--- src/rtl/icache_miss_controller.sv ---
// rtl/icache_miss_controller.sv - instruction-cache line miss tracker and L2 request arbiter
// Optional feature macro: ICACHE_MISS_MERGE_EN (merge misses to a line already outstanding).
module icache_miss_controller #(
   parameter  int STRANDS         = 4,
   parameter  int LINE_ADDR_WIDTH = 26,
   localparam int SW              = (STRANDS > 1) ? $clog2(STRANDS) : 1
) (
   input  logic                       i_clk,
   input  logic                       i_reset,
   input  logic                       i_miss_request,
   input  logic [SW-1:0]              i_miss_strand,
   input  logic [LINE_ADDR_WIDTH-1:0] i_miss_line_addr,
   output logic                       o_load_collision,
   output logic [STRANDS-1:0]         o_load_complete_strands,
   output logic                       o_fill_valid,
   output logic [LINE_ADDR_WIDTH-1:0] o_fill_line_addr,
   output logic                       o_l2_req_valid,
   output logic [LINE_ADDR_WIDTH-1:0] o_l2_req_addr,
   output logic [SW-1:0]              o_l2_req_id,
   input  logic                       i_l2_req_ready,
   input  logic                       i_l2_resp_valid,
   input  logic [SW-1:0]              i_l2_resp_id
);

   localparam logic [1:0] ST_FREE   = 2'd0;
   localparam logic [1:0] ST_WAIT   = 2'd1;
   localparam logic [1:0] ST_ISSUED = 2'd2;

   logic [1:0]                 r_state [STRANDS];
   logic [LINE_ADDR_WIDTH-1:0] r_addr  [STRANDS];
   logic [STRANDS-1:0]         r_mask  [STRANDS];
   logic [SW-1:0]              r_rr_ptr;
   logic                       r_req_valid;
   logic [LINE_ADDR_WIDTH-1:0] r_req_addr;
   logic [SW-1:0]              r_req_id;
   logic                       r_fill_valid;
   logic [LINE_ADDR_WIDTH-1:0] r_fill_addr;
   logic [STRANDS-1:0]         r_fill_strands;

   logic [1:0]                 w_state_n [STRANDS];
   logic [LINE_ADDR_WIDTH-1:0] w_addr_n  [STRANDS];
   logic [STRANDS-1:0]         w_mask_n  [STRANDS];
   logic [STRANDS-1:0]         w_waiting;
   logic [STRANDS-1:0]         w_onehot;
   logic [STRANDS-1:0]         w_merge_vec;
   logic                       w_resp_hit;
   logic                       w_collision;
   logic                       w_illegal;
   logic                       w_miss_take;
   logic                       w_sel_found;
   logic [SW-1:0]              w_sel_idx;
   logic [SW-1:0]              w_rr_idx;
   logic [SW-1:0]              w_ptr_next;

   always_comb begin
      w_waiting = '0;
      for (int e = 0; e < STRANDS; e++) begin
         if (r_state[e] != ST_FREE) begin
            w_waiting = w_waiting | r_mask[e];
         end
      end
   end

   assign w_onehot    = {{(STRANDS-1){1'b0}}, 1'b1} << i_miss_strand;
   assign w_resp_hit  = i_l2_resp_valid && (r_state[i_l2_resp_id] == ST_ISSUED);
   // A miss to the line completing this cycle must retry rather than join the freeing entry.
   assign w_collision = i_miss_request && w_resp_hit &&
                        (i_miss_line_addr == r_addr[i_l2_resp_id]);
   assign w_illegal   = w_waiting[i_miss_strand];
   assign w_miss_take = i_miss_request && !w_collision && !w_illegal;

`ifdef ICACHE_MISS_MERGE_EN
   always_comb begin
      w_merge_vec = '0;
      for (int e = 0; e < STRANDS; e++) begin
         w_merge_vec[e] = (r_state[e] != ST_FREE) && (r_addr[e] == i_miss_line_addr);
      end
   end
`else
   assign w_merge_vec = '0;
`endif

   // Issue, completion and allocation always touch distinct entries.
   always_comb begin
      for (int e = 0; e < STRANDS; e++) begin
         w_state_n[e] = r_state[e];
         w_addr_n[e]  = r_addr[e];
         w_mask_n[e]  = r_mask[e];
      end
      if (r_req_valid && i_l2_req_ready) begin
         w_state_n[r_req_id] = ST_ISSUED;
      end
      if (w_resp_hit) begin
         w_state_n[i_l2_resp_id] = ST_FREE;
         w_mask_n[i_l2_resp_id]  = '0;
      end
      if (w_miss_take) begin
         if (|w_merge_vec) begin
            for (int e = 0; e < STRANDS; e++) begin
               if (w_merge_vec[e]) begin
                  w_mask_n[e] = r_mask[e] | w_onehot;
               end
            end
         end else begin
            w_state_n[i_miss_strand] = ST_WAIT;
            w_addr_n[i_miss_strand]  = i_miss_line_addr;
            w_mask_n[i_miss_strand]  = w_onehot;
         end
      end
   end

   always_comb begin
      w_sel_found = 1'b0;
      w_sel_idx   = '0;
      w_rr_idx    = '0;
      for (int k = 0; k < STRANDS; k++) begin
         w_rr_idx = SW'((int'(r_rr_ptr) + k) % STRANDS);
         if (!w_sel_found && (w_state_n[w_rr_idx] == ST_WAIT)) begin
            w_sel_found = 1'b1;
            w_sel_idx   = w_rr_idx;
         end
      end
      w_ptr_next = (w_sel_idx == SW'(STRANDS - 1)) ? '0 : w_sel_idx + 1'b1;
   end

   always_ff @(posedge i_clk) begin
      if (i_reset) begin
         for (int e = 0; e < STRANDS; e++) begin
            r_state[e] <= ST_FREE;
            r_addr[e]  <= '0;
            r_mask[e]  <= '0;
         end
         r_rr_ptr       <= '0;
         r_req_valid    <= 1'b0;
         r_req_addr     <= '0;
         r_req_id       <= '0;
         r_fill_valid   <= 1'b0;
         r_fill_addr    <= '0;
         r_fill_strands <= '0;
      end else begin
         for (int e = 0; e < STRANDS; e++) begin
            r_state[e] <= w_state_n[e];
            r_addr[e]  <= w_addr_n[e];
            r_mask[e]  <= w_mask_n[e];
         end
         // A presented request holds until accepted; only then is the next one chosen.
         if (!r_req_valid || i_l2_req_ready) begin
            r_req_valid <= w_sel_found;
            if (w_sel_found) begin
               r_req_addr <= w_addr_n[w_sel_idx];
               r_req_id   <= w_sel_idx;
               r_rr_ptr   <= w_ptr_next;
            end
         end
         r_fill_valid   <= w_resp_hit;
         r_fill_strands <= w_resp_hit ? r_mask[i_l2_resp_id] : '0;
         if (w_resp_hit) begin
            r_fill_addr <= r_addr[i_l2_resp_id];
         end
      end
   end

   assign o_load_collision        = w_collision && !i_reset;
   assign o_load_complete_strands = r_fill_strands;
   assign o_fill_valid            = r_fill_valid;
   assign o_fill_line_addr        = r_fill_addr;
   assign o_l2_req_valid          = r_req_valid;
   assign o_l2_req_addr           = r_req_addr;
   assign o_l2_req_id             = r_req_id;

   a_legal_miss: assert property (@(posedge i_clk) disable iff (i_reset)
      i_miss_request |-> !w_illegal);
   a_resp_after_issue: assert property (@(posedge i_clk) disable iff (i_reset)
      i_l2_resp_valid |-> (r_state[i_l2_resp_id] != ST_WAIT));
   c_stale_resp: cover property (@(posedge i_clk) disable iff (i_reset)
      i_l2_resp_valid && (r_state[i_l2_resp_id] == ST_FREE));

endmodule
--- config.mk ---
export PLATFORM = sky130hd
export DESIGN_NAME = icache_miss_controller
export DESIGN_NICKNAME = d
export VERILOG_FILES = /design/src/rtl/icache_miss_controller.sv
export SDC_FILE = /design/constraint.sdc
export NUM_CORES = 1
export LEC_CHECK = 0
export ABC_CLOCK_PERIOD_IN_PS = 9600
export CAP_MARGIN = 30
export CORE_MARGIN = 1.5
export CORE_UTILIZATION = 54
export DETAILED_ROUTE_END_ITERATION = 8
export PLACE_DENSITY = 0.83
export SETUP_SLACK_MARGIN = 0.1
export SLEW_MARGIN = 20
export SYNTH_ARGS = -nofsm -noshare
export SYNTH_HDL_FRONTEND = slang
export SYNTH_SLANG_ARGS = --single-unit
--- constraint.sdc ---
create_clock -name i_clk -period 9.6 [get_ports i_clk]
set_input_delay 1.92 -clock i_clk [delete_from_list [all_inputs] [get_ports i_clk]]
set_output_delay 1.92 -clock i_clk [all_outputs]
set_load 0.05 [all_outputs]
==> results of run 1 <==
## power breakdown
part	total (mW)	internal, mW	switching, mW	leakage (nW)
sequential	0.864	0.829	0.0355	1.54
combinational	0.465	0.166	0.299	2.58
clock	0.707	0.379	0.328	0.282
## cell usage after synthesis, drive strengths merged, types with 13 or more instances
| master | count |
|---|---|
| a21oi | 61 |
| dfxtp | 190 |
| mux4 | 20 |
| o211ai | 21 |
| xnor2 | 15 |
| nand3 | 13 |
| nor2 | 232 |
| or3 | 18 |
| clkbuf | 59 |
| o2111ai | 51 |
| nand2 | 99 |
| inv | 13 |
| o21ai | 29 |
| nand4 | 13 |
| nand2b | 23 |
| mux2i | 147 |
| buf | 43 |
## metrics by stage
stage,utilization (%),hold WS (ns),area [µm²]
floorplan,-,0.415,10100
global placement,60.3,0.436,10900
detailed placement,60.6,0.435,11000
CTS,63.9,0.458,11600
global route,63.9,0.473,11600
finish,63.9,0.455,11600
## layer usage
metal / up-vias / track usage, % / share of wire, %
met5: - / 0 / 0
li1: 4162 / - / -
met4: 0 / 14.2 / 3.1
met2: 456 / 49.0 / 47
met1: 4329 / 40.3 / 42
met3: 69 / 5.33 / 7.8
## worst paths after layout
path	to	cells past startpoint	slack, ns	startpoint
worst max-delay path	o_load_collision	9	2.30	i_l2_resp_id[0]
worst min-delay path	r_mask[1][3]	2	0.46	r_mask[1][3]
worst max register to register	o_l2_req_addr[11]	12	4.96	r_addr[1][8]
worst min register to register	r_mask[1][3]	2	0.46	r_mask[1][3]
## worst max-delay path: stages
cell and delay, ns:
buf_2 0.29, buf_4 0.50, mux4_2 0.60, xnor2_1 0.42, nand4_1 0.18, and4b_1 0.29
nand4_1 0.19, nor2_1 0.16, clkdlybuf4s50_1 0.81
## area by class of cell
cell class                 instances  area [µm²]  share of cell area [%]
timing repair buffer             112        1110                    9.57
inverter                          14        52.6                   0.453
clock inverter                    12         129                    1.11
clock buffer                      20         457                    3.94
sequential                       190        3800                    32.8
multi-input combinational        852        5760                    49.7
tap                              229         287                    2.47
## sequential cells by signal, indices dropped and copies added (netlist names)
register / count
r_state: 8
r_mask: 16
o_l2_req_valid: 1
o_l2_req_id: 2
o_load_complete_strands: 4
r_rr_ptr: 2
o_l2_req_addr: 26
r_addr: 104
o_fill_line_addr: 26
o_fill_valid: 1
## logic make-up (layout without fill, tap and decap cells)
logic type | after synthesis | count (layout)
multiplexers | 172 | 172
AO/OA/AOI/OAI | 209 | 209
buffers and inverters | 116 | 158
AND/OR/NAND/NOR | 455 | 455
flip-flops | 190 | 190
XOR/XNOR | 16 | 16
==> run_results.csv, run 1 <==
group,metric,value,unit
status,status,"finished with violations",
status,violations,"DRC",
detailed_routing,vias,9016,
synth,yosys_warnings,0,
clock_network,clock_path_buffers,2,
timing,period_minus_slack,7.30,ns
clock_network,cts-root-buf,"clkbuf_16",
clock_network,cts.sinks,190,
setup_path,critPathArrivalTime,5.38,ns
timing,fin_tns_setup,0,ns
detailed_routing,drt_iter0_drc,913,
synth,synth_top_family_by_area,"simple AND/OR/NAND/NOR gates",
synth,netlist_instances,1158,
setup_path,crit_type,"primary input to output pin",
pwr,total_power,2.04,mW
floorplanning,num_rows,49,
cells_and_area,syn_to_final_growth,14.8,%
grt,grt_pass1_wl,46900,µm
detailed_routing,drt.antenna.violating_nets,0,
clock_network,tritoncts,"yes",
synth,synth-xor-area-share,1.39,%
synth,ys_seq_area_share,37.6,%
synth,ys_ff_latch,190,
place,dpl_worst_slack,2.39,ns
pwr,power_density,176,nW/µm²
synth,syn_nets,1193,
floorplanning,dieHeight,140,µm
floorplanning,ioPinCount,96,
clock_network,postCtsSetupBuffers,0,
floorplanning,core,18100,µm²
cells_and_area,fin_nets,1222,
cells_and_area,num_antenna_cells,0,
detailed_routing,drtPass1Iterations,9,
synth,ys.flop_type,"dfxtp_1",
synth,synthMuxAreaShare,19.8,%
timing,max_slew_margin,32.0,%
timing,fmax,137,MHz
worst_hold_path,hold_path.class,"flip-flop to flip-flop",
pwr,ir_worst_vdd,0.000127,V
grt,grt_usage,30.6,%
cells_and_area,nFillCells,1506,
grt,grt_max_degree,92,
setup_path,start_kind,"primary input",
clock_network,cts_buffers,17,
timing,skew,0.00828,ns
clock_network,htreeDepth,4,
floorplanning,dieArea,19500,µm²
grt,overflow,0,
timing,setup_viol,0,
synth,async_flop_share,0,%
clock_network,cts_resized,0,
clock_network,clk_latency,0.45,ns
pwr,leakage,4.41,nW
cells_and_area,drive_above_1_share,8.75,%
synth,syn_area,10100,µm²
clock_network,clk_pin_slew,0.07,ns
place,globalplace.congestion,0.962,
synth,synth_top_area_share,37.6,%
timing,finalHoldViolCount,0,
detailed_routing,vias_per_cell,6.31,
synth,yosys.area.top_type,"dfxtp_1",
flow_run,cap_violations,0,
synth,synth-simple-area-share,20.4,%
synth,yosys-top-cells-area,"dfxtp_1, mux2i_1, nor2_1, mux4_2, o2111ai_1",
detailed_routing,wire_per_inst,20.6,µm
place,dpl.hpwl,18700,µm
grt,grt_pass1_vias,8533,
place,port_buffers,95,
detailed_routing,wirelength,29500,µm
cells_and_area,layout.cells.most_common,"nor2_1",
grt,antenna_found_initial,0,
synth,synth_compound_area_share,15.1,%
synth,synth_edf_count,0,
synth,synth.distinct_cells,63,
floorplanning,start_util,55.7,%
cells_and_area,mostFrequentLayoutCells,"nor2_1, dfxtp_1, mux2i_1",
synth,synthAdderAreaFrac,0,%
clock_network,holdBufCountCts,0,
floorplanning,die_x,140,µm
cells_and_area,stdcell_count,1429,
timing,tightest_slew,1.02,ns
setup_path,end_kind,"output pin",
timing,finalCritPeriodShare,76.0,%
timing,setup_ws,2.30,ns
setup_path,required,7.68,ns
place,dp_cells,1396,
detailed_routing,route.detailed.drc,5,
timing,slew_viol_final,0,
setup_path,crit_fanout,25,
synth,syn-mean-instance-area,8.73,µm²
timing,rsz0062_at_grt,"false",
(Power assumes the default switching activity.)
==> inputs of run 2 (changes only) <==
Settings changed: ABC_CLOCK_PERIOD_IN_PS 9600 to 7450.
Clock period 9.6 ns to 7.45 ns, I/O delays scaled along.
==> run 2 against run 1 <==
Highest routed layer unchanged. Global-route usage fell by 0.68 points. Sequential power rose by 28%. Routed wire length fell by 1.8%. First-iteration DRC count rose by 6.5%. The run still ends with DRC left. Clock power rose by 23%. Combinational power rose by 30%.
==> run_results.csv, run 2 (synthesized netlist as in run 1, its figures left out) <==
group,metric,value,unit
cells_and_area,layout.cells.most_common,"nor2_1",
setup_path,crit_fanout,15,
setup_path,end_kind,"output pin",
timing,skew,0.0125,ns
cells_and_area,drive_above_1_share,9.36,%
pwr,ir_worst_vdd,0.000168,V
setup_path,path_cells,"buf_2 > buf_4 > mux2_2 > mux2i_1 > o22ai_1 > nor3_2 > o21a_1 > nand4_1 > nor2_1 > clkdlybuf4s50_1",
timing,rsz0062_at_grt,"false",
place,dp_cells,1404,
timing,tightest_slew,1.01,ns
floorplanning,start_util,55.7,%
timing,max_slew_margin,32.4,%
setup_path,slowest_delay,0.81,ns
detailed_routing,route.detailed.drc,5,
worst_hold_path,hold_path.class,"flip-flop to flip-flop",
clock_network,postCtsSetupBuffers,0,
cells_and_area,largest_reg_flops,104,
setup_path,crit_type,"primary input to output pin",
clock_network,clk_pin_slew,0.07,ns
timing,finalHoldViolCount,0,
setup_path,crit_buf_inv,3,
flow_run,cap_violations,0,
detailed_routing,drt_iter0_drc,972,
detailed_routing,wire_per_inst,20.2,µm
timing,finalCritPeriodShare,85.1,%
clock_network,htreeDepth,4,
setup_path,critPathArrivalTime,4.85,ns
timing,slew_viol_final,0,
timing,fmax,158,MHz
clock_network,clk_latency,0.45,ns
clock_network,tritoncts,"yes",
floorplanning,ioPinCount,96,
pwr,power_density,223,nW/µm²
clock_network,cts_resized,0,
place,dpl.hpwl,18700,µm
status,status,"finished with violations",
grt,grt_max_degree,84,
timing,fin_tns_setup,0,ns
status,violations,"DRC",
setup_path,start_kind,"primary input",
setup_path,required,5.96,ns
grt,antenna_found_initial,0,
detailed_routing,drt.antenna.violating_nets,0,
place,port_buffers,95,
setup_path,cpLargestDelayFamily,"buffers and inverters",
grt,overflow,0,
clock_network,holdBufCountCts,0,
floorplanning,dieArea,19500,µm²
place,globalplace.congestion,0.947,
grt,grt_pass1_wl,46400,µm
cells_and_area,num_antenna_cells,0,
clock_network,cts-root-buf,"clkbuf_16",
cells_and_area,regMostFlops,"r_addr",
cells_and_area,fin_nets,1229,
setup_path,slowest_stage,"clkdlybuf4s50_1",
floorplanning,core,18100,µm²
detailed_routing,vias_per_cell,6.33,
cells_and_area,stdcell_count,1436,
grt,grt_usage,29.9,%
timing,period_minus_slack,6.34,ns
floorplanning,num_rows,49,
floorplanning,die_x,140,µm
grt,grt_pass1_vias,8684,
timing,setup_viol,0,
clock_network,cts_buffers,17,
clock_network,clock_path_buffers,2,
pwr,leakage,4.43,nW
detailed_routing,wirelength,29000,µm
detailed_routing,vias,9086,
cells_and_area,mostFrequentLayoutCells,"nor2_1, dfxtp_1, mux2i_1",
detailed_routing,drtPass1Iterations,7,
floorplanning,dieHeight,140,µm
cells_and_area,syn_to_final_growth,14.8,%
clock_network,cts.sinks,190,
-- run 2: changes by cell type in the layout (fill, tap and decap cells not counted) --
cell,delta
buf_12,+2
clkbuf_1,-1
bufinv_16,-1
buf_6,-1
inv_6,-1
inv_8,+2
clkinvlp_4,-1
buf_4,+8
buf_16,-2
clkinv_2,+2
clkinv_4,+2
clkbuf_8,-2
-- run 2: per-stage QoR --
stage / instance area (µm²) / total power [mW] / worst slack [ns] / util, % / hold slack (ns)
global placement: 11000 / 1.72 / 1.20 / 60.9 / 0.433
detailed placement: 11000 / 1.73 / 1.17 / 60.9 / 0.438
global route: 11600 / 2.68 / 0.981 / 63.9 / 0.456
CTS: 11600 / 2.59 / 1.16 / 63.9 / 0.449
floorplan: 10100 / 1.56 / 2.23 / - / 0.415
finish: 11600 / 2.59 / 1.11 / 63.9 / 0.445
-- run 2: final timing paths --
kind	endpoint	slack (ns)	from	cells past startpoint
max	o_load_collision	1.11	i_l2_resp_id[0]	10
min	r_mask[3][2]	0.45	r_mask[3][2]	2
max reg2reg	o_l2_req_addr[23]	2.88	r_addr[3][8]	11
min reg2reg	r_mask[3][2]	0.45	r_mask[3][2]	2
-- run 2: final cells by class --
type	instances	area, µm²
Fill cell	1475	6540
Multi-Input combinational cell	852	5760
Sequential cell	190	3800
Timing Repair Buffer	119	1140
Clock buffer	17	425
Tap cell	229	287
Clock inverter	15	133
Inverter	14	52.6
-- run 2: metal layers --
| layer | GRT usage (%) | part of all wire [%] | vias to the layer above |
|---|---|---|---|
| li1 | - | - | 4177 |
| met1 | 39.3 | 41 | 4325 |
| met2 | 48.6 | 48 | 522 |
| met3 | 5.88 | 8.9 | 62 |
| met4 | 11.6 | 2.3 | 0 |
| met5 | 0 | 0 | - |
-- run 2: report_power, final --
part / total [mW] / internal, mW / switching (mW)
clock: 0.872 / 0.439 / 0.433
sequential: 1.11 / 1.07 / 0.0460
combinational: 0.603 / 0.216 / 0.387
-- run 2: worst min-delay path, cell delays in order, from the launching register on --
cell,delay (ns)
dfxtp_1,0.32
inv_1,0.05
nor2_1,0.03
